<file path="src/rtl/sram_arb_ctrl.sv">
// ---------------------------------------------------------------------------
// sram_arb_ctrl
//
// Two-port round-robin arbiter and timing controller for an asynchronous SRAM.
// Each access runs IDLE -> SETUP (1) -> ACCESS (ACCESS_CYC) -> HOLD (1) -> IDLE.
// Every SRAM-side output comes straight from a flop, so the pins never glitch.
//
// Ports
//   clk, reset                  clock, synchronous active-high reset
//   req_x, we_x, addr_x, wdata_x  requester A/B access request and attributes
//   done_x                      one-cycle completion pulse (HOLD cycle)
//   rdata                       shared read data, valid while done_x is high
//   sram_address                SRAM address
//   sram_dout, sram_dout_oe     write data and its tristate enable
//   sram_din                    data returned from the SRAM pin
//   sram_ce_n/we_n/oe_n         active-low chip, write and output enables
// ---------------------------------------------------------------------------
module sram_arb_ctrl #(
    parameter int DATA_WIDTH = 16,
    parameter int ADDR_WIDTH = 8,
    parameter int ACCESS_CYC = 2
) (
    input  logic                  clk,
    input  logic                  reset,
    input  logic                  req_a,
    input  logic                  we_a,
    input  logic [ADDR_WIDTH-1:0] addr_a,
    input  logic [DATA_WIDTH-1:0] wdata_a,
    input  logic                  req_b,
    input  logic                  we_b,
    input  logic [ADDR_WIDTH-1:0] addr_b,
    input  logic [DATA_WIDTH-1:0] wdata_b,
    output logic                  done_a,
    output logic                  done_b,
    output logic [DATA_WIDTH-1:0] rdata,
    output logic [ADDR_WIDTH-1:0] sram_address,
    output logic [DATA_WIDTH-1:0] sram_dout,
    output logic                  sram_dout_oe,
    input  logic [DATA_WIDTH-1:0] sram_din,
    output logic                  sram_ce_n,
    output logic                  sram_we_n,
    output logic                  sram_oe_n
);

    typedef enum logic [1:0] {IDLE, SETUP, ACCESS, HOLD} state_t;

    localparam logic [3:0] LAST_CNT = 4'(ACCESS_CYC - 1);

    state_t                  state_reg, state_next;
    logic [3:0]              cnt_reg, cnt_next;
    logic                    last_b_reg, last_b_next;   // 1: B was granted last
    logic                    owner_b_reg, owner_b_next; // owner of current access
    logic                    we_reg, we_next;           // latched direction
    logic [ADDR_WIDTH-1:0]   addr_next;
    logic [DATA_WIDTH-1:0]   dout_next;
    logic                    ce_n_next, we_n_next, oe_n_next, dout_oe_next;
    logic                    done_a_next, done_b_next;
    logic                    grant_a, grant_b;
    logic                    capture;

    // Next-state, grant and latch logic. The address and write data are held
    // directly in the output registers, loaded only on a grant, which keeps
    // them stable from SETUP through HOLD.
    always_comb begin
        state_next   = state_reg;
        cnt_next     = cnt_reg;
        last_b_next  = last_b_reg;
        owner_b_next = owner_b_reg;
        we_next      = we_reg;
        addr_next    = sram_address;
        dout_next    = sram_dout;
        grant_a      = 1'b0;
        grant_b      = 1'b0;
        case (state_reg)
            IDLE: begin
                grant_a = req_a && (!req_b || last_b_reg);
                grant_b = req_b && !grant_a;
                if (grant_a) begin
                    state_next   = SETUP;
                    owner_b_next = 1'b0;
                    last_b_next  = 1'b0;
                    we_next      = we_a;
                    addr_next    = addr_a;
                    dout_next    = wdata_a;
                end else if (grant_b) begin
                    state_next   = SETUP;
                    owner_b_next = 1'b1;
                    last_b_next  = 1'b1;
                    we_next      = we_b;
                    addr_next    = addr_b;
                    dout_next    = wdata_b;
                end
            end
            SETUP: begin
                state_next = ACCESS;
                cnt_next   = 4'd0;
            end
            ACCESS: begin
                if (cnt_reg == LAST_CNT) begin
                    state_next = HOLD;
                end else begin
                    cnt_next = cnt_reg + 4'd1;
                end
            end
            default: state_next = IDLE;  // HOLD
        endcase
    end

    // Strobes are decoded from the state being entered and registered, so the
    // pins reflect the current state without any combinational path.
    always_comb begin
        ce_n_next    = 1'b1;
        we_n_next    = 1'b1;
        oe_n_next    = 1'b1;
        dout_oe_next = 1'b0;
        done_a_next  = 1'b0;
        done_b_next  = 1'b0;
        case (state_next)
            SETUP: begin
                ce_n_next    = 1'b0;
                oe_n_next    = we_next;
                dout_oe_next = we_next;
            end
            ACCESS: begin
                ce_n_next    = 1'b0;
                we_n_next    = !we_next;
                oe_n_next    = we_next;
                dout_oe_next = we_next;
            end
            HOLD: begin
                ce_n_next    = 1'b0;
                dout_oe_next = we_next;
                done_a_next  = !owner_b_next;
                done_b_next  = owner_b_next;
            end
            default: ;
        endcase
    end

    // Read data is sampled at the edge that ends the last ACCESS cycle.
    assign capture = (state_reg == ACCESS) && (cnt_reg == LAST_CNT) && !we_reg;

    always_ff @(posedge clk) begin
        if (reset) begin
            state_reg    <= IDLE;
            cnt_reg      <= 4'd0;
            last_b_reg   <= 1'b1;
            owner_b_reg  <= 1'b0;
            we_reg       <= 1'b0;
            sram_address <= '0;
            sram_dout    <= '0;
            sram_ce_n    <= 1'b1;
            sram_we_n    <= 1'b1;
            sram_oe_n    <= 1'b1;
            sram_dout_oe <= 1'b0;
            done_a       <= 1'b0;
            done_b       <= 1'b0;
            rdata        <= '0;
        end else begin
            state_reg    <= state_next;
            cnt_reg      <= cnt_next;
            last_b_reg   <= last_b_next;
            owner_b_reg  <= owner_b_next;
            we_reg       <= we_next;
            sram_address <= addr_next;
            sram_dout    <= dout_next;
            sram_ce_n    <= ce_n_next;
            sram_we_n    <= we_n_next;
            sram_oe_n    <= oe_n_next;
            sram_dout_oe <= dout_oe_next;
            done_a       <= done_a_next;
            done_b       <= done_b_next;
            if (capture) begin
                rdata <= sram_din;
            end
        end
    end

endmodule

</file>
<file path="config.mk">
export PLATFORM = sky130hd
export DESIGN_NAME = sram_arb_ctrl
export DESIGN_NICKNAME = d
export VERILOG_FILES = /design/src/rtl/sram_arb_ctrl.sv
export SDC_FILE = /design/constraint.sdc
export NUM_CORES = 1
export LEC_CHECK = 0
export BUFFER_PORTS_ARGS = -buffer_cell sky130_fd_sc_hd__buf_2
export CAP_MARGIN = 20
export CORE_MARGIN = 2
export CORE_UTILIZATION = 35
export CTS_CLUSTER_SIZE = 12
export DETAILED_ROUTE_END_ITERATION = 8
export PLACE_DENSITY = 0.72
export SYNTH_ARGS = -nofsm -noshare
export SYNTH_HDL_FRONTEND = slang
export SYNTH_SLANG_ARGS = --single-unit
</file>
<file path="constraint.sdc">
create_clock -name clk -period 2.3 [get_ports clk]
set_clock_uncertainty 0.2 [all_clocks]
set_input_delay 0.23 -clock clk [delete_from_list [all_inputs] [get_ports clk]]
set_output_delay 0.23 -clock clk [all_outputs]
set_load 0.05 [all_outputs]
</file>
==> metrics, run 1 <==
HPWL after detailed placement around 4500 um; vias in the first global route 2568; outcome complete, no violations; crit path kind reg -> reg; Starting Density 36.6%; max-capacitance violation count 0; pwr dens 1130 nW/um2; core area 6830 um2; Max Clk Rate 466 MHz; critical path endpoint category flop; vias between 2000 and 3000; synthesized flop and latch total 55; Design Power roughly 4.2 mW; # nets final 520; largest net degree at the start of global routing between 40 and 50; relative slew slack 62.0%; Routed WL per cell 13.2 um; syn_area_per_cell approximately 8.6 um2; reg2reg start state_reg[0]; VDD IR max 0.596 mV; CP Launch Type flop; DR vias/cell around 4.9; Worst Reg-to-Reg Cells 8; utilization after layout 54.9%; CTS root buf clkbuf_8; Final min period 2.15 ns; Worst Hold Class in -> reg; Distinct cells, synth 36; Metal-1 WL 2840 um; Inserted Clock Buffers 5; min-delay src wdata_b[3]; gr usage total 18.0%; post-synth top area share 44.1%; die span in y 88.5 um; highest routed layer met4; cell count of the worst hold path 3; Critical Path RT 2.30 ns; clock transition at the registers of the reported paths 0.10 ns; Final ANT Viol Nets 0; largest area contributor in the netlist dfxtp_1; GRT overflow 0; Met2 Wirelength approximately 3700 um; Total Neg Setup Slack 0 ns; first-pass GRT wire length between 10000 and 15000 um; Worst Hold End sram_dout[3]; Worst R2R End sram_we_n; Post-synth EDFFs 0; final max-slew violation count 0; flop-to-flop setup slack 0.15 ns; synth warn 0; final setup fails 0; commonest non-fill, non-tap cell in the layout buf_2; Die X about 88 um; Top FF cell, synth dfxtp_1; Clk Latency, worst-skew pair 0.31 ns; clock tree buffer depth 2; share of layout cells above drive strength 1 31.7%; CTS H-Tree Depth 2; sequential area share after synthesis 44.1%; metal3 WL 413 um; RSZ-0062 raised after global routing false; most frequent cells in the layout 115 x buf_2, 54 x dfxtp_1, 47 x dlygate4sd3_1; top area cells in the synthesized netlist dfxtp_1 44%, a311oi_1 7.7%, mux2i_1 6.4%, o21ai_0 5.2%, nand3_1 5.0%; P_leak 1.68 nW; drt first pass iters 4; # rows 30; # Post-CTS Setup Buffers 0; actual slew at the worst max-slew pin 0.570 ns; final worst-path cycle share 93.3%; diodes inserted 0; GP Congestion 0.797; Synth async-reset ratio 0%; Detailed Route WL 7090 um; crit-path max FO 4; Mapped Cells 289; post-synthesis cell area 2500 um2; Residual DRC 0; final hold viol count 0; Initial DRC Count between 80 and 90; CTS tree built; largest registers rdata x16, sram_dout x16, sram_address x8; worst endpoint data arrival time 2.15 ns; I/O Pins between 100 and 150; die area 7830 um2; area grow syn2layout 50.2%; initial antenna violation count 0; Post-Syn Nets approximately 370; clk sinks 55; number of buffers added on ports roughly 120
-- cell families after synthesis --
group | count (synthesis) | share of synthesized area, %
multiplexers | 16 | 6.41
flip-flops | 55 | 44.1
AND/OR/NAND/NOR | 102 | 19.3
AO/OA/AOI/OAI | 71 | 19.0
buffers and inverters | 36 | 6.66
adder cells (fa/ha/maj) | 9 | 4.51
-- critical path, stage by stage (launching register included) --
cell,delay [ns]
dfxtp_2,0.37
inv_1,0.07
ha_1,0.24
and4bb_4,0.21
o31ai_1,0.25
buf_4,0.17
ha_1,0.15
inv_1,0.04
a2111o_1,0.34
-- worst max path at each step --
| stage | to | slack (ns) | depth (start not counted) | start |
|---|---|---|---|---|
| floorplan | sram_we_n | 0.04 | 8 | state_reg[0] |
| global placement | sram_we_n | 0.22 | 6 | state_reg[0] |
| detailed placement | sram_we_n | 0.11 | 6 | state_reg[0] |
| CTS | sram_we_n | 0.09 | 6 | state_reg[0] |
| global route | sram_we_n | 0.03 | 8 | state_reg[0] |
| finish | sram_we_n | 0.15 | 8 | state_reg[0] |
-- stage by stage --
stage / setup slack [ns] / instances / hold WS [ns] / area [um2]
finish: 0.155 / 538 / 0.00274 / 3750
global route: 0.0330 / 538 / 0.00185 / 3750
CTS: 0.0866 / 538 / 0.000794 / 3750
detailed placement: 0.111 / 483 / 0.244 / 3140
global placement: 0.225 / 483 / 0.239 / 3140
floorplan: 0.0379 / 289 / 0.172 / 2500
-- routing by layer --
metal / vias to the layer above / global-route usage (%)
met5: - / 0
met1: 1185 / 19.7
met3: 13 / 4.66
met2: 89 / 33.6
met4: 0 / 6.20
li1: 1328 / -
-- Yosys cell counts, types with 4 or more instances --
cell type / number
dfxtp_1: 55
nand2_1: 33
nor2_1: 28
o21ai_0: 26
nand3_1: 25
a311oi_1: 22
clkbuf_1: 17
mux2i_1: 16
ha_1: 9
inv_1: 7
a21oi_1: 6
buf_2: 6
a31oi_1: 4
-- where the power goes --
part	internal [mW]	switching (mW)	leakage [nW]
clock network	0.442	0.331	0.0703
registers	1.21	0.135	0.452
logic	0.660	1.46	1.16
-- area by class of cell --
class | count | area [um2]
clock inverters | 3 | 71.3
clock buffers | 5 | 68.8
inverters | 9 | 33.8
fillers | 624 | 3080
well taps | 96 | 120
repair buffers | 172 | 1120
multi-input cells | 198 | 1230
flip-flops and latches | 55 | 1100
-- timing repair --
action / 4_1_cts / 5_1_grt
resized for setup: 0 / 2
hold buffers: 47 / 0
endpoints found under the hold margin: 39 / 0
endpoints found under the setup margin: 0 / 2
Note: power is estimated with default switching activity, not from simulation.
==> run 2, diff against run 1 <==
--- a/config.mk
+++ b/config.mk
@@ -8,10 +8,11 @@
 export BUFFER_PORTS_ARGS = -buffer_cell sky130_fd_sc_hd__buf_2
 export CAP_MARGIN = 20
 export CORE_MARGIN = 2
-export CORE_UTILIZATION = 35
+export CORE_UTILIZATION = 42
 export CTS_CLUSTER_SIZE = 12
 export DETAILED_ROUTE_END_ITERATION = 8
-export PLACE_DENSITY = 0.72
+export PLACE_DENSITY = 0.83
+export SLEW_MARGIN = 20
 export SYNTH_ARGS = -nofsm -noshare
 export SYNTH_HDL_FRONTEND = slang
 export SYNTH_SLANG_ARGS = --single-unit
==> run 2 against run 1 <==
  * Clock power is 29% lower
  * Sequential power barely moved
  * Largest cell class unchanged
  * Largest power group unchanged
  * Highest routed layer unchanged
  * Clock-buffer cell count increased by 1
  * Sequential share of layout area is essentially flat
  * Die area shrank 16%
  * Worst hold slack is essentially flat
==> metrics, run 2 (same netlist as run 1, synthesis figures left out) <==
number of buffers added on ports 115 (unchanged); utilization after layout 64.3% (+9.4 points); final setup fails 0 (unchanged); # rows 28 (-6.7%); share of layout cells above drive strength 1 30.8% (-0.87 points); CP bufs+invs 3 (unchanged); critical path endpoint category flop; die span in y 81.1 um (-8.3%); Final ANT Viol Nets 0 (unchanged); Die X 81.1 um (-8.3%); drt first pass iters 5 (+1); GP Congestion 0.784 (-1.6%); CP Cell Sequence inv_1, ha_1, and4bb_4, o31ai_1, buf_4, ha_1, inv_1, a2111o_1; DR vias/cell 5.25 (+8.1%); Post-CTS Resized 0 (unchanged); worst endpoint data arrival time 2.13 ns (-0.02 ns); area grow syn2layout 49.8%; crit-path max FO 4 (unchanged); flop-to-flop setup slack 0.18 ns (+0.02 ns); family with the most delay on the worst path compound AO/OA/AOI/OAI gates; clock transition at the registers of the reported paths 0.10 ns (about the same); commonest non-fill, non-tap cell in the layout buf_2; Critical Path RT 2.31 ns (about the same); vias 2747 (+5.0%); final hold viol count 0 (unchanged); CP peak stage delay 0.40 ns (+0.03 ns); P_leak 1.68 nW (about the same); RSZ-0062 raised after global routing false; die area 6580 um2 (-16%); CTS tree built; # nets final 526 (+1.2%); initial antenna violation count 0 (unchanged); I/O Pins 116 (unchanged); pwr dens 1080 nW/um2 (-4.6%); relative slew slack 61.1% (-0.85 points); worst slack, placed 0.207 ns (+0.0955 ns); final instance area 3740 um2 (-0.27%); final max-slew violation count 0 (unchanged); HPWL after detailed placement 4410 um (-0.89%); crit path kind reg -> reg; Slowest cell on crit path dfxtp_1; Max Clk Rate 471 MHz (+0.99%); Worst Hold Class in -> reg; CTS root buf clkbuf_8; Detailed Route WL 7380 um (+4.1%); Final min period 2.12 ns (-0.0210 ns); Starting Density 42.9% (+6.4 points); Routed WL per cell 14.1 um (+7.1%); CP Launch Type flop; Total Neg Setup Slack 0 ns (unchanged); final worst-path cycle share 92.4% (-0.91 points); clock tree buffer depth 2 (unchanged); # Post-CTS Setup Buffers 0 (unchanged); VDD IR max 0.602 mV (+0.97%); actual slew at the worst max-slew pin 0.581 ns (+0.0118 ns); Post-DP Area 3120 um2 (-0.44%); vias in the first global route 2608 (+1.6%); clk sinks 55 (unchanged); most frequent cells in the layout 115 x buf_2, 55 x dfxtp_1, 53 x dlygate4sd3_1; Inserted Clock Buffers 5 (unchanged); Clk Latency, worst-skew pair 0.32 ns (about the same); Residual DRC 0 (unchanged); gr usage total 22.3% (+4.3 points); max-capacitance violation count 0 (unchanged); first-pass GRT wire length 11500 um (+2.7%); final setup margin 0.176 ns (+0.0210 ns); GRT overflow 0 (unchanged); diodes inserted 0 (unchanged); Initial DRC Count 189 (+130%); CTS H-Tree Depth 2 (unchanged); largest registers rdata x16, sram_dout x16, sram_address x8; core area 5820 um2 (-15%); hold_buf cts 53 (+13%); outcome complete, no violations; largest net degree at the start of global routing 48 (unchanged)
run 2: cell count changes in the layout (fill, tap and decap cells not counted), sizes merged:
| cell | delta |
|---|---|
| dlygate4sd3 | +6 |
| bufinv | -2 |
| clkbuf | +1 |
| clkinvlp | +1 |
run 2: path summary, 6_finish.rpt:
kind | startpoint | to | cells past startpoint
max | state_reg[0] | sram_we_n | 8
min | wdata_a[6] | sram_dout[6] | 3
max reg2reg | state_reg[0] | sram_we_n | 8
min reg2reg | rdata[9] | rdata[9] | 2
run 2: final cells by class:
type	instances	area, um2
clock buffer	6	72.6
clock inverter	2	16.3
fill	465	2070
inverter	9	33.8
multi-input combinational	198	1230
sequential	55	1100
tap	75	93.8
timing repair buffer	178	1190
run 2: worst min-delay path, cell delays in order:
cell,delay [ns]
buf_2,0.10
nand3_1,0.07
a311oi_1,0.08
run 2: routing by layer:
metal / up-vias / part of all wire, % / track usage, %
met5: - / 0 / 0
met4: 0 / 2.2 / 9.83
met3: 17 / 6.4 / 4.22
met2: 131 / 51 / 41.7
met1: 1260 / 41 / 24.4
li1: 1339 / - / -
run 2: power by group:
part	switching [mW]	internal [mW]
Combinational	1.48	0.663
Sequential	0.136	1.21
Clock	0.328	0.220
run 2: per-stage QoR:
stage	power [mW]	std cells	hold WS, ns
global route	4.26	523	0.0122
finish	4.03	523	0.00255
floorplan	2.91	289	0.172
detailed placement	3.42	462	0.247
CTS	4.03	523	0.000363
global placement	3.37	462	0.239
